==> src/rtl/pico_bus_if_if.sv <==
// Pico 8-bit parallel bus bundle between the Pico and the bus front-end.
// master = Pico side (drives strobes), slave = FPGA front-end.
interface pico_bus_if_if;
    logic       cs;
    logic       wr;
    logic       rd;
    logic       cd;
    logic       excute;
    logic       dir;
    logic [7:0] pico_din;
    logic [7:0] pico_dout;
    logic       pico_oe;

    modport master (
        output cs, wr, rd, cd, excute, dir, pico_din,
        input  pico_dout, pico_oe
    );

    modport slave (
        input  cs, wr, rd, cd, excute, dir, pico_din,
        output pico_dout, pico_oe
    );
endinterface

==> src/rtl/pico_bus_if.sv <==
// Pico bus front-end: strobe sync, operand/mode writes, start/busy, result readback.
// Optional ADDR_AUTOINC_EN: address latch steps by 1 after each operand write.
module pico_bus_if #(
    parameter int MODE_ADDR = 64,
    parameter int RD_DEPTH  = 64,
    parameter int PTR_W     = 6
) (
    input  logic             clk,
    input  logic             rst_n,
    pico_bus_if_if.slave     bus,
    output logic             wr_en,
    output logic [7:0]       wr_addr,
    output logic [7:0]       wr_data,
    output logic [7:0]       mode,
    output logic             start,
    input  logic             done,
    output logic             busy,
    output logic [PTR_W-1:0] rd_addr,
    input  logic [7:0]       rd_data,
    output logic             err
);
    localparam logic [7:0]       MODE_A  = 8'(MODE_ADDR);
    localparam logic [PTR_W-1:0] PTR_MAX = PTR_W'(RD_DEPTH - 1);

    logic [13:0] raw, s1_q, s2_q;
    logic [2:0]  e_q;
    logic [1:0]  warm_q, warm_d;

    logic       cs_s, wr_s, rd_s, cd_s, ex_s, dir_s;
    logic [7:0] din_s;
    logic       live, wr_rise, rd_fall, ex_rise, busy_now;

    logic [7:0]       addr_q, addr_d;
    logic [7:0]       mode_q, mode_d;
    logic             wr_en_q, wr_en_d;
    logic [7:0]       wr_addr_q, wr_addr_d;
    logic [7:0]       wr_data_q, wr_data_d;
    logic             start_q, start_d;
    logic             busy_q, busy_d;
    logic [PTR_W-1:0] ptr_q, ptr_d;
    logic             err_q, err_d;
    logic [7:0]       dout_q;
    logic             oe_q;

    assign raw = {bus.cs, bus.wr, bus.rd, bus.cd,
                  bus.excute, bus.dir, bus.pico_din};

    assign cs_s  = s2_q[13];
    assign wr_s  = s2_q[12];
    assign rd_s  = s2_q[11];
    assign cd_s  = s2_q[10];
    assign ex_s  = s2_q[9];
    assign dir_s = s2_q[8];
    assign din_s = s2_q[7:0];

    // Edges are ignored until the edge register holds a real post-reset
    // sample, so a strobe held across reset release is not seen as a rise.
    assign live    = (warm_q == 2'd3);
    assign wr_rise = live & cs_s & wr_s & ~e_q[2];
    assign rd_fall = live & cs_s & ~rd_s & e_q[1];
    assign ex_rise = live & cs_s & ex_s & ~e_q[0];

    assign busy_now = busy_q & ~done;
    assign warm_d   = live ? warm_q : warm_q + 2'd1;

    always_comb begin
        addr_d    = addr_q;
        mode_d    = mode_q;
        wr_en_d   = 1'b0;
        wr_addr_d = wr_addr_q;
        wr_data_d = wr_data_q;
        start_d   = 1'b0;
        busy_d    = busy_now;
        ptr_d     = ptr_q;
        err_d     = err_q;
        if (wr_rise) begin
            if (busy_now) begin
                err_d = 1'b1;
            end else if (cd_s) begin
                addr_d = din_s;
            end else if (addr_q == MODE_A) begin
                mode_d = din_s;
            end else begin
                wr_en_d   = 1'b1;
                wr_addr_d = addr_q;
                wr_data_d = din_s;
`ifdef ADDR_AUTOINC_EN
                addr_d    = addr_q + 8'd1;
`else
                addr_d    = addr_q;
`endif
            end
            if (rd_fall) err_d = 1'b1;
        end else if (rd_fall) begin
            if (busy_now) begin
                err_d = 1'b1;
            end else begin
                ptr_d = (ptr_q == PTR_MAX) ? '0 : ptr_q + 1'b1;
            end
        end
        if (ex_rise) begin
            if (busy_now) begin
                err_d = 1'b1;
            end else begin
                start_d = 1'b1;
                busy_d  = 1'b1;
                ptr_d   = '0;
            end
        end
    end

    always_ff @(posedge clk or negedge rst_n) begin
        if (!rst_n) begin
            s1_q      <= '0;
            s2_q      <= '0;
            e_q       <= '0;
            warm_q    <= '0;
            addr_q    <= '0;
            mode_q    <= '0;
            wr_en_q   <= 1'b0;
            wr_addr_q <= '0;
            wr_data_q <= '0;
            start_q   <= 1'b0;
            busy_q    <= 1'b0;
            ptr_q     <= '0;
            err_q     <= 1'b0;
            dout_q    <= '0;
            oe_q      <= 1'b0;
        end else begin
            s1_q      <= raw;
            s2_q      <= s1_q;
            e_q       <= {wr_s, rd_s, ex_s};
            warm_q    <= warm_d;
            addr_q    <= addr_d;
            mode_q    <= mode_d;
            wr_en_q   <= wr_en_d;
            wr_addr_q <= wr_addr_d;
            wr_data_q <= wr_data_d;
            start_q   <= start_d;
            busy_q    <= busy_d;
            ptr_q     <= ptr_d;
            err_q     <= err_d;
            dout_q    <= rd_data;
            oe_q      <= cs_s & dir_s;
        end
    end

    assign wr_en         = wr_en_q;
    assign wr_addr       = wr_addr_q;
    assign wr_data       = wr_data_q;
    assign mode          = mode_q;
    assign start         = start_q;
    assign busy          = busy_q;
    assign rd_addr       = ptr_q;
    assign err           = err_q;
    assign bus.pico_dout = dout_q;
    assign bus.pico_oe   = oe_q;
endmodule

==> src/flat_wrapper.sv <==
// flat-port wrapper written by rule: the top's interface ports become plain ports
module pico_bus_if_flat 
#(
    parameter int MODE_ADDR = 64,
    parameter int RD_DEPTH  = 64,
    parameter int PTR_W     = 6
)
  (clk, rst_n, wr_en, wr_addr, wr_data, mode, start, done, busy, rd_addr, rd_data, err, bus_cs, bus_wr, bus_rd, bus_cd, bus_excute, bus_dir, bus_pico_din, bus_pico_dout, bus_pico_oe);
  pico_bus_if_if bus_i ();
  input  logic clk;
  input  logic rst_n;
  output logic wr_en;
  output logic [7:0] wr_addr;
  output logic [7:0] wr_data;
  output logic [7:0] mode;
  output logic start;
  input  logic done;
  output logic busy;
  output logic [PTR_W-1:0] rd_addr;
  input  logic [7:0] rd_data;
  output logic err;
  input wire logic [$bits(bus_i.cs)-1:0] bus_cs;
  input wire logic [$bits(bus_i.wr)-1:0] bus_wr;
  input wire logic [$bits(bus_i.rd)-1:0] bus_rd;
  input wire logic [$bits(bus_i.cd)-1:0] bus_cd;
  input wire logic [$bits(bus_i.excute)-1:0] bus_excute;
  input wire logic [$bits(bus_i.dir)-1:0] bus_dir;
  input wire logic [$bits(bus_i.pico_din)-1:0] bus_pico_din;
  output wire logic [$bits(bus_i.pico_dout)-1:0] bus_pico_dout;
  output wire logic [$bits(bus_i.pico_oe)-1:0] bus_pico_oe;
  assign bus_i.cs = bus_cs;
  assign bus_i.wr = bus_wr;
  assign bus_i.rd = bus_rd;
  assign bus_i.cd = bus_cd;
  assign bus_i.excute = bus_excute;
  assign bus_i.dir = bus_dir;
  assign bus_i.pico_din = bus_pico_din;
  assign bus_pico_dout = bus_i.pico_dout;
  assign bus_pico_oe = bus_i.pico_oe;
  pico_bus_if #(.MODE_ADDR(MODE_ADDR), .RD_DEPTH(RD_DEPTH), .PTR_W(PTR_W)) u_core (.clk(clk), .rst_n(rst_n), .bus(bus_i), .wr_en(wr_en), .wr_addr(wr_addr), .wr_data(wr_data), .mode(mode), .start(start), .done(done), .busy(busy), .rd_addr(rd_addr), .rd_data(rd_data), .err(err));
endmodule
==> config.mk <==
export PLATFORM = sky130hd
export DESIGN_NAME = pico_bus_if_flat
export DESIGN_NICKNAME = d
export VERILOG_FILES = /design/src/rtl/pico_bus_if_if.sv /design/src/rtl/pico_bus_if.sv /design/src/flat_wrapper.sv
export SDC_FILE = /design/constraint.sdc
export NUM_CORES = 1
export LEC_CHECK = 0
export CAP_MARGIN = 20
export CORE_UTILIZATION = 55
export CTS_BUF_LIST = sky130_fd_sc_hd__clkbuf_8
export DETAILED_ROUTE_END_ITERATION = 10
export HOLD_SLACK_MARGIN = 0.06
export PLACE_DENSITY = 0.87
export SYNTH_ARGS = -nofsm -noshare
export SYNTH_HDL_FRONTEND = slang
export SYNTH_SLANG_ARGS = --single-unit
==> constraint.sdc <==
create_clock -name clk -period 5.3 [get_ports clk]
set_input_delay 1.06 -clock clk [delete_from_list [all_inputs] [get_ports clk]]
set_output_delay 1.06 -clock clk [all_outputs]
set_load 0.03 [all_outputs]
Word-level counts from Yosys, hierarchy flattened

Cells that the tools add are included.

$add $sub $neg: 2
Eq/ne operators: 3
Mux-type cells: 19
Bitwise logic cells: 16
Reductions and logical operators: 3

Operators with widths:

| cell                                                 | number |
|---|---|
| 2-to-1 mux 6 bit                                     | 6 |
| 2-to-1 mux 1 bit                                     | 13 |
| AND 1 bit                                            | 9 |
| equality test 8 x 7 -> 1 bit (second input constant) | 1 |
| AND reduction 4 bit                                  | 2 |
| inverter 1 bit                                       | 7 |
| adder 6 x 1 -> 6 bit (second input constant)         | 1 |
| equality test 6 bit (second input constant)          | 1 |
| AND reduction 3 bit                                  | 1 |
| adder 2 x 1 -> 2 bit (second input constant)         | 1 |
| equality test 2 bit (second input constant)          | 1 |

Bits in registers: 84

Longest topological paths before layout

Word-level depth: 8
Gate-level depth with buffers: 6
Depth with buffers taken out: 5

Worst setup path before layout

Ideal clock, no wire load.

Path type: in2reg
Start: input port done
End: register u_core.mode_q[2] (netlist: u_core.mode[2])
Library setup time: 0.125 ns
Data arrival time: 2.118 ns
Path slack: 3.057 ns
Cell stages on the path: 5
Buffers on the path: 1
Cells stage by stage: nor2b_2 -> nor4_4 -> and3_1 -> buf_6 -> mux2_2

Cells in the longest elaborated chain, start to end: 4

RTL lines:

| item                          | line               | source |
|---|---|---|
| start: declaration            | flat_wrapper.sv:17 | `input logic done;` |
| inverter 1 bit                | pico_bus_if.sv:63  | `assign busy_now = busy_q & ~done;` |
| AND 1 bit                     | pico_bus_if.sv:63  |  |
| inverter 1 bit (no line)      | -                  |  |
| AND reduction 4 bit (no line) | -                  |  |
| end signal: assignment        | pico_bus_if.sv:135 | `mode_q <= mode_d;` |
| end: declaration              | pico_bus_if.sv:34  | `logic [7:0] mode_q, mode_d;` |

Every way passes these cells.
A chain may end at the register's enable or synchronous reset.

Final worst setup path

Start: input port done
End: register u_core.mode_q[6] (netlist: u_core.mode[6])

Same word-level chain as after synthesis.

==> out/summary.txt <==
Die Area - 5550 sq um
First DRT Iteration DRCs - 105
Max Cap Viol - 0
DPL Wire Length - 3180 um
async set-reset flop share out of synthesis - 1.00
Final setup viols - 0
TritonRoute pass-1 iters - 4
min-delay worst type - reg -> reg
Syn Inst Count - 176
# IOs - 68
crit path time final - 2.67 ns
DRC - 0
worst endpoint required time - 5.52 ns
commonest cells after routing, fill and taps aside - dfrtp_1, clkdlybuf4s50_1, mux2_2
Syn Area/Cell - 16.4 sq um
final instance count without filler cells - 327
commonest non-fill, non-tap cell in the layout - dfrtp_1
LEAKAGE - 0.00169 uW
Max-slew headroom - 0.436
WL final - 4930 um
Hold Worst Slack - 0.351 ns
Final nets - 280
Clk pin slew, worst setup/hold paths - 0.07 ns
# diodes - 0
Post-Synthesis Cell Area - 2890 sq um
core area - 5070 sq um
pwr dens - 396 nW/um^2
Seq/Total Area, Yosys - 0.727
maximum buffer depth of the clock tree - 2
Vias/cell - 5.06
#FFs+latches synth - 84
total CTS buffers - 9
port bufs - 67
worst-path maximum fanout - 8
skew final - 0.0120 ns
Root Buffer - clkbuf_8
first-pass GRT wire length - 7600 um
CP Launch Type - input pin
DR vias - 1653
peak supply drop - 0.000245 V
Hold Path Depth - 0
WL/cell - 15.1 um
TritonCTS clock tree - yes
die width - 74.5 um
Routed Antenna Nets - 0
row count - 26
syn nets - 203
die height - 74.5 um
initial core utilization - 0.570
cts hold-fix bufs - 0
CTS sink count - 84
placed cells - 311
depth of the CTS H-tree - 3
Synthesis Warnings - 0
layout overhead on the synthesized area - 32.9%
final core utilization - 0.757
GRT Total Usage - 0.193
Resized cells post-CTS - 0
clock latency on the worst-skew pair - 0.34 ns
Final Hold Violating Endpoints - 0
ys flop type - dfrtp_1
GP Congestion - 0.751
Post-synth EDFFs - 0
largest net degree at the start of global routing - 85
Final period util - 0.504
fmax - 374 MHz
initial antenna violation count - 0
Worst Max-Slew Pin Slew - 0.839 ns
Final Max Slew Viols - 0
# Post-CTS Setup Buffers - 0
RSZ-0062 raised after global routing - no
vias in the first global route - 1588
Netlist cell types - 32
R2R depth - 5
total power - 1520 uW
GRT overflow - 0
layout cells sized above 1 - 0.195
critical path endpoint category - register
Setup TNS Final - 0 ns
critical path arrival - 2.90 ns
status - finished, final reports clean
Setup CP Type - in -> reg
cells in the mapped netlist, types with 3 or more instances:
library cell | instances | area share
mux2_4 | 7 | 0.036
a21oi_1 | 7 | 0.012
or4_1 | 3 | 0.0078
nand2b_1 | 3 | 0.0065
mux2_1 | 3 | 0.012
o21ai_0 | 3 | 0.0052
o31ai_1 | 4 | 0.010
nand3_1 | 3 | 0.0052
inv_1 | 4 | 0.0052
mux2_2 | 21 | 0.082
dfrtp_1 | 84 | 0.73
nand2_1 | 7 | 0.0091
and2_1 | 3 | 0.0065
path summary, 6_finish.rpt:
| path | startpoint | to | slack, ns |
|---|---|---|---|
| worst max-delay path | done | u_core.mode[6]$_DFFE_PN0P_ | 2.63 |
| worst min-delay path | u_core.s1_q[10]$_DFF_PN0_ | u_core.s2_q[10]$_DFF_PN0_ | 0.35 |
| worst max register to register | u_core.warm_q[0]$_DFFE_PN0P_ | u_core.mode[6]$_DFFE_PN0P_ | 3.20 |
| worst min register to register | u_core.s1_q[10]$_DFF_PN0_ | u_core.s2_q[10]$_DFF_PN0_ | 0.35 |
| max in group asynchronous | rst_n | u_core.mode[6]$_DFFE_PN0P_ | 4.10 |
| min in group asynchronous | rst_n | u_core.wr_data[6]$_DFFE_PN0P_ | 0.60 |
per-layer routing:
layer	GRT usage	wire length [um]	vias up
met4	0.115	103	0
li1	-	-	765
met1	0.267	2210	825
met2	0.274	2340	50
met5	0	0	-
met3	0.0556	267	13
area by class of cell:
type                            count  area (sq um)
Sequential cell                    84          2100
Fill cell                         333          1230
Multi-Input combinational cell     86           752
Timing Repair Buffer               68           696
Clock buffer                       10           138
Tap cell                           70          87.6
Clock inverter                      5          53.8
Inverter                            4          15.0
state kept, by name, indices dropped and copies added (netlist names):
register	flops
u_core.addr_q	8
u_core.bus.pico_dout	8
u_core.bus.pico_oe	1
u_core.busy	1
u_core.e_q	3
u_core.err	1
u_core.mode	8
u_core.rd_addr	6
u_core.s1_q	14
u_core.s2_q	14
u_core.start	1
u_core.warm_q	2
u_core.wr_addr	8
u_core.wr_data	8
u_core.wr_en	1
worst max-delay path: stages:
cell and delay, ns:
clkdlybuf4s50_1 0.50, nor2b_2 0.08, nor4_4 0.37, and3_1 0.49, mux2_2 0.39
cell families (layout without fill, tap and decap cells):
group | Yosys count | after routing | share of synthesized area
flops | 84 | 84 | 0.727
fa+ha+maj | 2 | 2 | 0.00865
buf+inv | 6 | 87 | 0.0130
mux | 31 | 31 | 0.130
xor+xnor | 1 | 1 | 0.00303
compound gates | 16 | 16 | 0.0338
simple gates | 36 | 36 | 0.0848
where the power goes:
| part | total [uW] | switching, uW | leakage [uW] | internal, uW |
|---|---|---|---|---|
| clock | 433 | 207 | 0.0000956 | 225 |
| sequential | 766 | 48.9 | 0.00102 | 717 |
| combinational | 324 | 166 | 0.000576 | 158 |
| total | 1520 | 423 | 0.00169 | 1100 |
per-stage QoR:
stage | instance area (sq um) | setup slack [ns]
after floorplan | 2890 | 3.06
after global placement | 3620 | 2.35
after detailed placement | 3620 | 2.30
after CTS | 3820 | 2.65
after global routing | 3840 | 2.55
final | 3840 | 2.63
(Power assumes the default switching activity.)
==> variant 1: new RTL, same flow settings <==
Build with the macro `ADDR_AUTOINC_EN` defined.
--- a/src/rtl/pico_bus_if.sv
+++ b/src/rtl/pico_bus_if.sv
@@ -1,5 +1,7 @@
 // Pico bus front-end: strobe sync, operand/mode writes, start/busy, result readback.
 // Optional ADDR_AUTOINC_EN: address latch steps by 1 after each operand write.
+`define ADDR_AUTOINC_EN
+
 module pico_bus_if #(
     parameter int MODE_ADDR = 64,
     parameter int RD_DEPTH  = 64,
Formal check against the unedited RTL: not equivalent (Yosys sat finds a counterexample within 10 cycles, from zero or initial values and one cycle with rst_n low).
==> variant 1 against the original RTL <==
Design area up 4.7%; setup slack got worse by 0.23 ns; register-to-register slack worse by 0.62 ns; area after synthesis up 6.3%; clock skew fell by 0.0039 ns; die area grew 6.1%; largest power group unchanged; hold slack better by 0.0033 ns; sequential cell count stayed put; routed wire length grew 15%; power increased by 3.5%; clock power increased by 7.2%.
==> variant 1: results (changes against the original RTL) <==
outcome - finished, final reports clean
worst-path fanout max - 17 (+9)
synth cell count leaders - dfrtp_1 (84), mux2_2 (25), nor2_1 (11)
GPL Wtd Cong - 0.7915 (+5.4%)
register area share after synthesis - 68.38% (-4.3 points)
Data arrival, critical path - 3.13 ns (+0.23 ns)
Final nets - 320 (+14%)
hold_sp - u_core.s1_q[11]
first-pass GRT wire length - 9522 um (+25%)
critical path's largest stage delay - 0.65 ns (+0.15 ns)
Starting DRT DRC Count - 177 (+69%)
clock skew - 0.008095 ns (-0.003885 ns)
drt first pass iters - 5 (+1)
Hold Crit Endpoint - u_core.s2_q[11]
top cells by area, synth - dfrtp_1 (68%), mux2_2 (9.2%), ha_1 (1.6%)
worst r2r src - u_core.addr_q[4]
WL/cell - 15.51 um (+3.0%)
RR Endpoint - u_core.mode[0]
Leak - 0.001775 uW (+5.0%)
VDD IR max - 278.2 uV (+14%)
GRT Overall Usage - 21.28% (+2.0 points)
Critical Path Slowest Stage Cell - or3_1
layout cell share with drive strength beyond 1 - 16.22% (-3.2 points)
Net Count, Synth - 247 (+22%)
worst slew pin tran - 0.7076 ns (-0.1314 ns)
vias in the first global route - 2015 (+27%)
cell depth of the worst flop-to-flop path - 4 (-1)
placed instance area - 0.003795 mm^2 (+4.7%)
[variant 1: changes by cell type in the layout (fill, tap and decap cells not counted), moves of 4 or more]
cell | before | now
nor3_1 | 2 | 6
mux2_2 | 21 | 25
mux2_4 | 7 | 0
mux2i_1 | 0 | 4
a31oi_1 | 0 | 4
o21ai_0 | 3 | 7
nor2_1 | 2 | 11
[variant 1: area by class of cell]
type / count / area (um^2)
repair buffers: 68 / 688.2
clock inverters: 6 / 70.07
flip-flops and latches: 84 / 2102
clock buffers: 10 / 137.6
fillers: 338 / 1215
inverters: 7 / 26.28
well taps: 70 / 87.58
multi-input cells: 121 / 910.9
[variant 1: kinds of logic (layout without fill, tap and decap cells)]
group                    count (synthesis)  in the layout  share of synthesized area, %
AND/OR/NAND/NOR                         58             58                         11.11
adder cells (fa/ha/maj)                  4              4                         1.628
multiplexers                            29             29                         10.46
buffers and inverters                   13             91                         1.994
flip-flops                              84             84                         68.38
AO/OA/AOI/OAI                           28             28                         5.861
XOR/XNOR                                 2              2                        0.5699
[variant 1: worst reg2reg max path, cell delays in order, from the launching register on]
cell and delay, ns:
dfrtp_1 0.47, or4_4 0.57, nor4_4 0.50, nor2b_1 0.65
mux2_2 0.42
[variant 1: layer usage]
layer | GRT usage, % | part of all wire, % | vias up
li1 | - | - | 921
met1 | 28.21 | 44 | 1001
met2 | 32.95 | 49 | 73
met3 | 5.238 | 4.6 | 14
met4 | 10.38 | 2.2 | 0
met5 | 0 | 0 | -
[variant 1: worst max path at each step]
stage          startpoint                end  slack, ns  cells after the start
2_1_floorplan        done  u_core.wr_addr[7]       2.81                      6
6_report             done  u_core.wr_data[0]       2.39                      5
3_3_place_gp         done  u_core.wr_addr[7]       2.07                      5
3_5_place_dp         done  u_core.wr_data[0]       2.03                      5
5_1_grt              done  u_core.wr_data[0]       2.34                      5
4_1_cts              done  u_core.wr_data[0]       2.40                      5
[variant 1: through the flow]
step,setup slack [ns],instances
after floorplan,2.808,218
after global routing,2.343,366
after global placement,2.075,349
after CTS,2.397,365
final,2.392,366
after detailed placement,2.034,349
[variant 1: power by group]
| group | switching [uW] | internal [uW] |
|---|---|---|
| sequential | 64.5 | 714 |
| combinational | 176 | 156 |
| clock | 229 | 235 |
| total | 470 | 1110 |
==> variant 2: new RTL, same flow settings <==
Without the edit above. Make the reset (`rst_n`) synchronous in one clocked block.
--- a/src/rtl/pico_bus_if.sv
+++ b/src/rtl/pico_bus_if.sv
@@ -109,7 +109,7 @@
         end
     end
 
-    always_ff @(posedge clk or negedge rst_n) begin
+    always_ff @(posedge clk) begin
         if (!rst_n) begin
             s1_q      <= '0;
             s2_q      <= '0;
Formal check against the unedited RTL: differs if rst_n is asserted again (counterexample within 4 cycles, from zero or initial values and one cycle with rst_n low); with rst_n held inactive, the same outputs for 10 cycles.
==> variant 2 against the original RTL <==
Maximum frequency fell by 4.9%; global-route usage increased by 2.0 points; routed wire length increased by 9.4%; first-iteration DRC count decreased by 21%; sequential cell count is the same; area after synthesis decreased by 1.0%; setup slack lost 0.14 ns; design area shrank 0.26%; count of clock-buffer cells in the layout stayed put; die area decreased by 0.96%; critical path depth is the same; critical path type unchanged; highest routed layer unchanged.
Power is not compared: it rests on default switching activity, and its combinational part moved more than twofold at a synthesized area within 25%.
==> variant 2: results (changes against the original RTL) <==
register-to-register setup slack - 3.12 ns (-0.08 ns)
Post-Layout Cell Count - 413 (+26%)
htree depth - 3 (unchanged)
Avg Inst Size Synth - 10.41 um^2 (-37%)
worst r2r src - u_core.warm_q[0]
GRT Overall Usage - 21.31% (+2.0 points)
worst slew pin tran - 1.081 ns (+0.2418 ns)
first-pass GRT wire length - 8631 um (+14%)
clock skew - 0.009176 ns (-0.002804 ns)
placed instance area - 0.003577 mm^2 (-1.3%)
register area share after synthesis - 58.74% (-14 points)
fin crit share - 53.05% (+2.6 points)
met1 global-route usage - 25.95% (-0.75 points)
Vias - 2036 (+23%)
Met3 Wirelength - 255 um (-4.5%)
hold path cells - 1 (+1)
post-synth cell types - 33 (+3.1%)
M2 GR Usage - 34.65% (+7.2 points)
hold_sp - u_core.s1_q[1]
outcome - finished, final reports clean
WL/cell - 13.04 um (-13%)
synth cell count leaders - dfxtp_1 (84), nand2_1 (46), and2_1 (41)
critical path's largest stage delay - 0.95 ns (+0.45 ns)
Num CTS Buffers - 9 (unchanged)
Hold Crit Endpoint - u_core.s2_q[1]
Filler cells - 318 (-4.5%)
Net Count, Synth - 302 (+49%)
YS warnings - 0 (unchanged)
Final nets - 368 (+31%)
worst slack at placement - 2.099 ns (-0.1994 ns)
Max Used Layer - met4
layout cell share with drive strength beyond 1 - 6.936% (-13 points)
hpwl dp - 3442 um (+8.4%)
GPL Wtd Cong - 0.7973 (+6.2%)
Critical Path Slowest Stage Cell - nor4b_2
Starting DRT DRC Count - 83 (-21%)
post-CTS setup buffer count - 0 (unchanged)
GR Util met3 - 7.046% (+1.5 points)
ys flop type - dfxtp_1
Worst Setup EP - u_core.addr_q[5]
DRT met1 WL - 2460 um (+11%)
hold slack - 0.4388 ns (+0.08823 ns)
initial antenna violation count - 0 (unchanged)
FFs w/ async S/R, synth - 0% (-100 points)
met2 WL - 2564 um (+9.5%)
vias in the first global route - 1929 (+21%)
# placed instances - 397 (+28%)
port buffer count - 67 (unchanged)
largest net degree at the start of global routing - 53 (-38%)
Ant. Diodes - 0 (unchanged)
top cells by area, synth - dfxtp_1 (59%), mux2i_1 (12%), and2_1 (9.0%)
-- variant 2: cell families after synthesis --
kind of cell / after synthesis / share of synthesized area, %
fa+ha+maj: 2 / 0.8740
buf+inv: 17 / 2.578
simple gates: 123 / 22.77
xor+xnor: 1 / 0.3060
mux: 34 / 11.89
compound gates: 14 / 2.841
flops: 84 / 58.74
-- variant 2: layout make-up --
type                    instances  area, um^2  area share, %
flip-flops and latches         84        1682          43.86
clock inverters                 6       118.9          3.101
multi-input cells             174        1120          29.21
well taps                      67       83.83          2.187
repair buffers                 69       680.7          17.75
clock buffers                  10       137.6          3.590
inverters                       3       11.26         0.2937
-- variant 2: critical path, delay by kind of cell --
family | cells | cell delay [ns]
buffers and inverters | 1 | 0.47
multiplexers | 1 | 0.28
AND/OR/NAND/NOR | 3 | 1.24
-- variant 2: report_power, final --
part,leakage [uW],total (uW),internal [uW],switching [uW]
sequential,0.000686,657,649,8.44
combinational,0.000566,67.2,35.1,32.0
clock,0.000129,567,332,236
